File: src/rtl/wf_pkg.sv
// Shared constants for the waveform playback sequencer.
// Holds the FSM encoding, the minimum sample period and the status-word layout.
package wf_pkg;

   localparam logic [2:0] ST_IDLE  = 3'd0;
   localparam logic [2:0] ST_LOAD  = 3'd1;
   localparam logic [2:0] ST_FETCH = 3'd2;
   localparam logic [2:0] ST_WAIT  = 3'd3;
   localparam logic [2:0] ST_HOLD  = 3'd4;
   localparam logic [2:0] ST_DONE  = 3'd5;

   // FETCH + WAIT take two clocks, so HOLD needs at least one of its own.
   localparam int WF_MIN_PERIOD = 3;

   localparam int STAT_LOOP_LSB = 16;
   localparam int STAT_IDX_LSB  = 0;

   function automatic logic [31:0] wf_status(input logic [15:0] loops, input logic [15:0] idx);
      logic [31:0] w;
      w = '0;
      w[STAT_LOOP_LSB +: 16] = loops;
      w[STAT_IDX_LSB +: 16]  = idx;
      return w;
   endfunction

endpackage

File: src/rtl/wf_period_timer.sv
// Loadable down-counter; tc is high on the last enabled cycle of a loaded count.
// Latency: load takes effect next clock; tc is combinational from the count.
// Backpressure: none, the counter only advances while en is high.
module wf_period_timer #(
   parameter int WIDTH = 32
) (
   input  logic             clk,
   input  logic             rst_n,
   input  logic             load,
   input  logic [WIDTH-1:0] load_val,
   input  logic             en,
   output logic             tc
);

   logic [WIDTH-1:0] cnt;

   always_ff @(posedge clk) begin
      if (!rst_n) begin
         cnt <= '0;
      end else if (load) begin
         cnt <= load_val;
      end else if (en && (cnt != '0)) begin
         cnt <= cnt - WIDTH'(1);
      end
   end

   assign tc = en && (cnt == WIDTH'(1));

endmodule

File: src/rtl/wf_player_ctrl.sv
// Waveform playback sequencer: reads one DPBRAM sample per period, loops, reports progress.
// Latency: start sampled at t0 gives the first valid pulse at t4, then one every max(period,3) clocks.
// Backpressure: none; start=0 aborts at once. WF_ZERO_ON_STOP_EN drives a zero sample on stop.
module wf_player_ctrl
   import wf_pkg::*;
#(
   parameter int ADDR_WIDTH   = 10,
   parameter int DATA_WIDTH   = 16,
   parameter int PERIOD_WIDTH = 32
) (
   input  logic                    S_AXI_ACLK,
   input  logic                    S_AXI_ARESETN,
   input  logic                    i_wf_mode_start,
   input  logic                    i_wf_write_en,
   input  logic [ADDR_WIDTH:0]     i_wf_length,
   input  logic [PERIOD_WIDTH-1:0] i_wf_period,
   input  logic [15:0]             i_wf_loop_num,
   output logic                    o_bram_rd_en,
   output logic [ADDR_WIDTH-1:0]   o_bram_rd_addr,
   input  logic [DATA_WIDTH-1:0]   i_bram_rd_data,
   output logic [DATA_WIDTH-1:0]   o_wf_sample,
   output logic                    o_wf_sample_valid,
   output logic                    o_wf_busy,
   output logic                    o_wf_done,
   output logic                    o_wf_err,
   output logic [31:0]             o_wf_read_data_num
);

`ifdef WF_ZERO_ON_STOP_EN
   localparam bit ZERO_ON_STOP = 1'b1;
`else
   localparam bit ZERO_ON_STOP = 1'b0;
`endif

   localparam logic [ADDR_WIDTH:0]     MAX_LEN = {1'b1, {ADDR_WIDTH{1'b0}}};
   localparam logic [ADDR_WIDTH:0]     LEN_ONE = {{ADDR_WIDTH{1'b0}}, 1'b1};
   localparam logic [ADDR_WIDTH-1:0]   IDX_ONE = {{(ADDR_WIDTH-1){1'b0}}, 1'b1};
   localparam logic [PERIOD_WIDTH-1:0] MIN_P   = PERIOD_WIDTH'(WF_MIN_PERIOD);
   localparam logic [PERIOD_WIDTH-1:0] PIPE_P  = PERIOD_WIDTH'(2);

   logic [2:0]              state;
   logic                    armed;
   logic [ADDR_WIDTH:0]     len_q;
   logic [PERIOD_WIDTH-1:0] per_q;
   logic [15:0]             loops_q;
   logic [ADDR_WIDTH-1:0]   index;
   logic [15:0]             loop_cnt;
   logic [DATA_WIDTH-1:0]   sample;
   logic                    valid;
   logic                    err;

   logic [PERIOD_WIDTH-1:0] per_eff;
   logic                    cfg_bad;
   logic                    last_idx;
   logic                    run_state;
   logic [15:0]             loop_nxt;
   logic                    hold_end;

   always_comb begin
      per_eff   = (i_wf_period < MIN_P) ? MIN_P : i_wf_period;
      cfg_bad   = (i_wf_length == '0) || (i_wf_length > MAX_LEN);
      last_idx  = ({1'b0, index} == (len_q - LEN_ONE));
      run_state = (state == ST_LOAD) || (state == ST_FETCH) ||
                  (state == ST_WAIT) || (state == ST_HOLD);
      loop_nxt  = (loop_cnt == 16'hFFFF) ? loop_cnt : loop_cnt + 16'd1;
   end

   // HOLD covers the period minus the two FETCH/WAIT clocks.
   wf_period_timer #(
      .WIDTH (PERIOD_WIDTH)
   ) u_hold_timer (
      .clk      (S_AXI_ACLK),
      .rst_n    (S_AXI_ARESETN),
      .load     (state == ST_WAIT),
      .load_val (per_q - PIPE_P),
      .en       (state == ST_HOLD),
      .tc       (hold_end)
   );

   always_ff @(posedge S_AXI_ACLK) begin
      if (!S_AXI_ARESETN) begin
         state    <= ST_IDLE;
         armed    <= 1'b1;
         len_q    <= '0;
         per_q    <= '0;
         loops_q  <= '0;
         index    <= '0;
         loop_cnt <= '0;
         sample   <= '0;
         valid    <= 1'b0;
         err      <= 1'b0;
      end else begin
         valid <= 1'b0;
         if (!i_wf_mode_start) begin
            armed <= 1'b1;
         end
         if (run_state && !i_wf_mode_start) begin
            state <= ST_IDLE;
            if (ZERO_ON_STOP) begin
               sample <= '0;
               valid  <= 1'b1;
            end
         end else begin
            case (state)
               ST_IDLE: begin
                  if (i_wf_mode_start && armed && !i_wf_write_en) begin
                     state <= ST_LOAD;
                     armed <= 1'b0;
                  end
               end
               ST_LOAD: begin
                  len_q    <= i_wf_length;
                  per_q    <= per_eff;
                  loops_q  <= i_wf_loop_num;
                  index    <= '0;
                  loop_cnt <= '0;
                  if (cfg_bad) begin
                     err   <= 1'b1;
                     state <= ST_DONE;
                     if (ZERO_ON_STOP) begin
                        sample <= '0;
                        valid  <= 1'b1;
                     end
                  end else begin
                     state <= ST_FETCH;
                  end
               end
               ST_FETCH: state <= ST_WAIT;
               ST_WAIT: begin
                  sample <= i_bram_rd_data;
                  valid  <= 1'b1;
                  state  <= ST_HOLD;
               end
               ST_HOLD: begin
                  if (hold_end) begin
                     if (last_idx) begin
                        index    <= '0;
                        loop_cnt <= loop_nxt;
                        if ((loops_q != 16'd0) && (loop_nxt == loops_q)) begin
                           state <= ST_DONE;
                           if (ZERO_ON_STOP) begin
                              sample <= '0;
                              valid  <= 1'b1;
                           end
                        end else begin
                           state <= ST_FETCH;
                        end
                     end else begin
                        index <= index + IDX_ONE;
                        state <= ST_FETCH;
                     end
                  end
               end
               ST_DONE: begin
                  if (!i_wf_mode_start) begin
                     state <= ST_IDLE;
                     err   <= 1'b0;
                  end
               end
               default: state <= ST_IDLE;
            endcase
         end
      end
   end

   assign o_bram_rd_en       = (state == ST_FETCH);
   assign o_bram_rd_addr     = index;
   assign o_wf_sample        = sample;
   assign o_wf_sample_valid  = valid;
   assign o_wf_busy          = (state == ST_FETCH) || (state == ST_WAIT) || (state == ST_HOLD);
   assign o_wf_done          = (state == ST_DONE);
   assign o_wf_err           = err;
   assign o_wf_read_data_num = wf_status(loop_cnt, 16'(index));

endmodule
File: config.mk
export PLATFORM = sky130hd
export DESIGN_NAME = wf_player_ctrl
export DESIGN_NICKNAME = d
export VERILOG_FILES = /design/src/rtl/wf_pkg.sv /design/src/rtl/wf_period_timer.sv /design/src/rtl/wf_player_ctrl.sv
export SDC_FILE = /design/constraint.sdc
export NUM_CORES = 1
export LEC_CHECK = 0
export BUFFER_PORTS_ARGS = -buffer_cell sky130_fd_sc_hd__buf_2
export CAP_MARGIN = 20
export CORE_ASPECT_RATIO = 2
export CORE_MARGIN = 8
export CORE_UTILIZATION = 55
export CTS_CLUSTER_DIAMETER = 100
export DETAILED_ROUTE_END_ITERATION = 12
export PLACE_DENSITY = 0.84
export SETUP_SLACK_MARGIN = 0.5
export SYNTH_ARGS = -nofsm -noshare
export SYNTH_HDL_FRONTEND = slang
export SYNTH_HIERARCHICAL = 1
export SYNTH_SLANG_ARGS = --single-unit
File: constraint.sdc
create_clock -name S_AXI_ACLK -period 4.76 [get_ports S_AXI_ACLK]
set_input_delay 0.952 -clock S_AXI_ACLK [delete_from_list [all_inputs] [get_ports S_AXI_ACLK]]
set_output_delay 0.952 -clock S_AXI_ACLK [all_outputs]
set_load 0.05 [all_outputs]
# Word level (Yosys, flattened, before mapping)
# Index checks and enable logic that the tools add are counted.
[classes]
mux = 25
n_lt_le_gt_ge = 2
n_reduce_logical = 28
eq_ne = 14
div_mod_pow = 0
n_bitwise = 2
n_shift = 0
mul = 0
addsub = 5
[op_table]
columns = ["cell", "count"]
rows = [
  ["$mux W32", 3],
  ["$mux W16", 3],
  ["$eq A32 B1 Y1 const B", 1],
  ["$lt A32 B2 Y1 const B", 1],
  ["$pmux W16 S2", 1],
  ["$reduce_bool A32 Y1", 1],
  ["$sub A32 B1 Y32 const B", 1],
  ["$sub A32 B2 Y32 const B", 1],
  ["$mux W10", 2],
  ["$pmux W10 S2", 1],
  ["$mux W3", 6],
  ["$pmux W3 S6", 1],
  ["$add A16 B1 Y16 const B", 1],
  ["$eq A16 B16 Y1", 1],
  ["$eq A16 B16 Y1 const B", 1],
  ["$reduce_bool A16 Y1", 1],
  ["$eq A10 B11 Y1", 1],
  ["$gt A11 B11 Y1 const B", 1],
  ["$logic_not A11 Y1", 1],
  ["$sub A11 B1 Y11 const B", 1],
  ["$add A10 B1 Y10 const B", 1],
  ["$ne A2 B2 Y1 const B", 5],
  ["$reduce_and A4 Y1", 2],
  ["$mux W1", 7],
  ["other kinds (13)", 31],
]
[totals]
memories = 0
output_inout_bits = 63
input_bits = 79
ff_bits = 139
word_cells = 87
romBits = 0
mem_bits_rw = 0
latch_bits = 0

# Longest topological paths before layout
[depth]
depth_word = 8
ltp_mapped = 17

# Modules after synthesis
# Netlist, hierarchy kept.
[by_module_without_submodules]
columns = ["module", "cells_each", "seq_area_each_um2", "instances", "area_per_inst_um2"]
rows = [
  ["wf_player_ctrl", 820, 2142.1, 1, 6090.8],
  ["wf_period_timer", 234, 640.6, 1, 1928.1],
]

# Worst setup path after synthesis
# No wires, ideal clock.
[synth_path]
kind = "reg-to-reg"
startpoint = "reg state[0]"
endpoint = "reg per_q[0]"
setup_time_ps = 59
setup_slack_ps = 1112
t_arrival_ps = 3589
stages_incl_launch_ff = 17
n_path_buf = 6
required_ps = 4701
path_cell_list = "dfxtp_1 > clkbuf_1 > nor2_1 > nand2_1 > inv_1 > clkbuf_1 > clkbuf_1 > clkbuf_1 > nand4b_1 > nor3_1 > and4_1 > nand3b_1 > a21o_1 > clkbuf_1 > nor2_1 > clkbuf_1 > o221a_2"
[synth_via]
elab_chain_cells = 7
[synth_rtl]
columns = ["element", "line_no", "source"]
rows = [
  ["start, declared", "wf_player_ctrl.sv:41", "logic [2:0] state;"],
  ["start signal, assigned", "wf_player_ctrl.sv:82", "state <= ST_IDLE;"],
  ["start signal, assigned", "wf_player_ctrl.sv:98", "state <= ST_IDLE;"],
  ["start signal, assigned", "wf_player_ctrl.sv:107", "state <= ST_LOAD;"],
  ["$eq A3 B1 Y1 / $eq A3 B2 Y1 (equally long branches)", "wf_player_ctrl.sv:63, wf_player_ctrl.sv:104", ""],
  ["$logic_or A1 B1 Y1 (2 in a row)", "wf_player_ctrl.sv:63", "run_state = (state == ST_LOAD) || (state == ST_FETCH) ||"],
  ["$logic_or A1 B1 Y1", "wf_player_ctrl.sv:64", "(state == ST_WAIT) || (state == ST_HOLD);"],
  ["$logic_and A1 B1 Y1", "wf_player_ctrl.sv:97", "if (run_state && !i_wf_mode_start) begin"],
  ["$not A1 Y1 (no line)", "n/a", ""],
  ["$reduce_and A2 Y1 (no line) (*)", "n/a", ""],
  ["end signal, assigned", "wf_player_ctrl.sv:113", "per_q <= per_eff;"],
  ["end, declared", "wf_player_ctrl.sv:44", "logic [PERIOD_WIDTH-1:0] per_q;"],
]
# Every way passes the cells marked *; elsewhere a longest branch is shown, timed or not.
# A chain may end at the register's enable or synchronous reset.

# Worst setup path in the final report
[layout_path]
startpoint = "reg u_hold_timer.cnt[16]"
endpoint = "reg loop_cnt[5]"
[layout_via]
elab_chain_cells = 4
[layout_rtl]
columns = ["element", "line_no", "source"]
rows = [
  ["start, declared", "wf_period_timer.sv:15", "logic [WIDTH-1:0] cnt;"],
  ["start signal, assigned", "wf_period_timer.sv:21", "cnt <= load_val;"],
  ["start signal, assigned", "wf_period_timer.sv:23", "cnt <= cnt - WIDTH'(1);"],
  ["$eq A32 B1 Y1", "wf_period_timer.sv:27", "assign tc = en && (cnt == WIDTH'(1));"],
  ["$logic_and A1 B1 Y1", "wf_period_timer.sv:27", ""],
  ["net hold_end", "wf_player_ctrl.sv:57", "logic hold_end;"],
  ["$ne A2 B2 Y1 (no line)", "n/a", ""],
  ["$reduce_and A4 Y1 (no line)", "n/a", ""],
  ["end signal, assigned", "wf_player_ctrl.sv:138", "loop_cnt <= loop_nxt;"],
  ["end, declared", "wf_player_ctrl.sv:47", "logic [15:0] loop_cnt;"],
]
# The timed path passes the listed nets, and every way through them passes these cells.

==> results_dict.tcl <==
set metrics [dict create \
    status "finished clean" \
    dp_hpwl_mm 18.1 \
    hp-class "reg -> reg" \
    end_kind "flop" \
    crit_path_cell_trace "or4_1, or3_4, nor3_1, and4_1, nand3b_1, a21oi_1, buf_4, nand2_1, or4_1, a2bb2oi_1, a21oi_1" \
    rsz0062_at_grt "no" \
    start_util 0.559 \
    cp_slowest_cell "or4_1" \
    drt_iter0_drc 502 \
    crit_buf_inv 1 \
    max_freq_ghz 0.277 \
    synth_cell_type_count 72 \
    multi_input_comb_area_um2 4790 \
    worstSetupPathType "reg -> reg" \
    drt-total-wl_mm 25.0 \
    clock_sinks 139 \
    die_w_um 101 \
    grt_pass1_vias 8330 \
    synth_simple_gate_area_frac 0.296 \
    finClkSkew_ns 0.00890 \
    synthToLayoutAreaGrowth_pct 15.9 \
    ff_latch_area_um2 2780 \
    netlist_instances 1054 \
    synth_fa_ha_area_frac 0.00936 \
    cts.clk_slew.worst_paths_ns 0.06 \
    grt_pass1_wl_mm 39.9 \
    r2r_cells 11 \
    rows 62 \
    timing.final.max_slew_violations 0 \
    synth-seq-cells 139 \
    synth_top_family_by_area "simple AND/OR/NAND/NOR gates" \
    hold_violations 0 \
    netlist_top_cells_area "dfxtp_1 35%, nand2_1 8.8%, a21oi_1 5.9%" \
    htreeDepth 4 \
    startpoint_type "flop" \
    whs_path_depth 2 \
    synth_area_um2 8020 \
    clk_latency_ns 0.43 \
    synth_top_cell_by_area "dfxtp_1" \
    cp_top_family "simple AND/OR/NAND/NOR gates" \
    vias 8437 \
    diodes 0 \
    synth.mux.area_fraction 0.00515 \
    crit_arrival_ns 3.95 \
    cp_num_cells 11 \
    cp_slowest_stage_delay_ns 0.67 \
    cts_made_buffers 17 \
    synth_edf_count 0 \
    gp_congestion 0.969 \
    max-slew-margin-rel 0.363 \
    cts_buffer_depth 2 \
    ioPinCount 142 \
    firstDrtPassIters 5 \
    synth_xor_area_frac 0.0732 \
    cts_tree "done" \
    cts_setup_buffers 0 \
    cap_violations 0 \
    gr-total-overflow 0 \
    power_leakage_uw 0.00361 \
    avgRoutedWirePerCell_um 18.6 \
    setup_viol 0 \
    fin_crit_ns 3.61 \
    grt_max_degree 61 \
    hold_buffers 0 \
    worst-slew-pin-transition_ns 0.954 \
    synth_top_area_frac 0.347 \
    root_buffer "clkbuf_16" \
    synth_flop_cell "dfxtp_1" \
    ys_warn_count 6 \
    p_per_area_nw_per_um2 405 \
    holdWs_ns 0.453 \
    via_per_inst 6.29 \
    async_flop_share 0 \
    fin_tns_setup_ns 0 \
    vdd_drop_max_v 0.000268 \
    grt_usage 0.265 \
    worstPathRequired_ns 5.10 \
    core_area_um2 14400 \
    layout-drive-gt1-share 0.172 \
    syn_avg_cell_area_um2 7.61 \
    fin_nets 1223 \
    port_buffers 135 \
    synth-compound-area-share 0.210 \
    cp_max_fo 14 \
    fin_crit_sh 0.758 \
    drc_errors 0 \
    total_power_uw 3770 \
    die_h_um 187 \
    dieArea_um2 18900 \
    n_fill_cell 1301 \
    ant_nets 0 \
    seq_area_frac_synth 0.347 \
    cts_resized 0 \
    antenna_found_initial 0 \
]
==> where the power goes <==
group          total, µW  internal (µW)  switching, µW
Clock               1510            991            518
Sequential          1290           1220           67.9
Combinational        972            342            630
Total               3770           2550           1220
==> layer usage <==
metal / global-route usage / wire, µm
met2: 0.477 / 13200
met3: 0.0548 / 1260
met5: 0 / 0
met4: 0.211 / 1870
met1: 0.246 / 8680
==> final cells by class <==
class | instances | share of cell area
multi-input combinational | 818 | 0.516
sequential | 139 | 0.299
timing repair buffer | 146 | 0.0816
clock buffer | 19 | 0.0476
tap | 192 | 0.0258
clock inverter | 11 | 0.0235
inverter | 16 | 0.00646
==> worst reg2reg max path: stages, from the launching register on <==
cell and delay [ns]:
dfxtp_1 0.36, or4_1 0.67, or3_4 0.52, nor3_1 0.21, and4_1 0.29, nand3b_1 0.13
a21oi_1 0.17, buf_4 0.23, nand2_1 0.19, or4_1 0.46, a2bb2oi_1 0.14, a21oi_1 0.16
==> cell usage after synthesis (4+ instances only) <==
library cell,n
and2_1,5
o21ai_0,46
or2_2,5
o211ai_1,9
nor4_1,31
o21ai_1,4
buf_4,16
nand2_1,189
nand4b_1,4
a221oi_1,4
o31ai_1,15
a21oi_1,95
nor2_1,47
nand3_1,32
or3_1,30
clkbuf_1,62
nand3b_1,8
inv_1,15
nor2b_1,4
xor2_1,46
ha_1,6
and3_1,9
or4_1,26
a211oi_1,10
o21a_1,4
o41ai_1,4
nand4_1,17
a31oi_1,35
o22ai_1,5
nor3_1,33
dfxtp_1,139
and4_1,7
nand2b_1,9
xnor2_1,21
a2bb2oi_1,4
o311ai_0,4
==> worst paths after layout <==
kind,start,end,slack (ns)
min reg2reg,o_wf_sample[3],o_wf_sample[3],0.45
max reg2reg,u_hold_timer/cnt[16],loop_cnt[5],1.15
max,u_hold_timer/cnt[16],loop_cnt[5],1.15
min,o_wf_sample[3],o_wf_sample[3],0.45
==> kinds of logic after synthesis <==
kind of cell / count (synthesis)
adder cells (fa/ha/maj): 6
flip-flops: 139
multiplexers: 4
other: 1
AND/OR/NAND/NOR: 467
AO/OA/AOI/OAI: 268
XOR/XNOR: 67
buffers and inverters: 102
==> flip-flops by register name (all words and copies together) (netlist names) <==
name and flops:
u_hold_timer/cnt 32, o_wf_sample_valid 1, loops_q 16, o_wf_err 1
len_q 11, loop_cnt 16, per_q 32, state 3
o_bram_rd_addr 10, armed 1, o_wf_sample 16
==> layout by cell type (no fill, tap or decap), types with 14 or more instances in the layout <==
master / n
o31ai_1: 15
nor4_1: 31
a31oi_1: 35
nor2_1: 46
nand3_1: 32
xor2_1: 46
inv_1: 14
clkbuf_16: 17
nand4_1: 17
nor3_1: 33
nand2_1: 188
o21ai_0: 46
buf_2: 135
dfxtp_1: 139
a21oi_1: 95
xnor2_1: 21
or3_1: 30
or4_1: 26
==> per-stage QoR <==
stage	utilization	instance area, µm²	std cells	setup slack (ns)
finish	0.648	9300	1341	1.15
global route	0.648	9300	1341	0.945
CTS	0.648	9300	1341	1.18
detailed placement	0.602	8640	1311	1.19
global placement	0.602	8640	1311	1.30
floorplan	-	8040	1059	1.11
(Power assumes the default switching activity.)
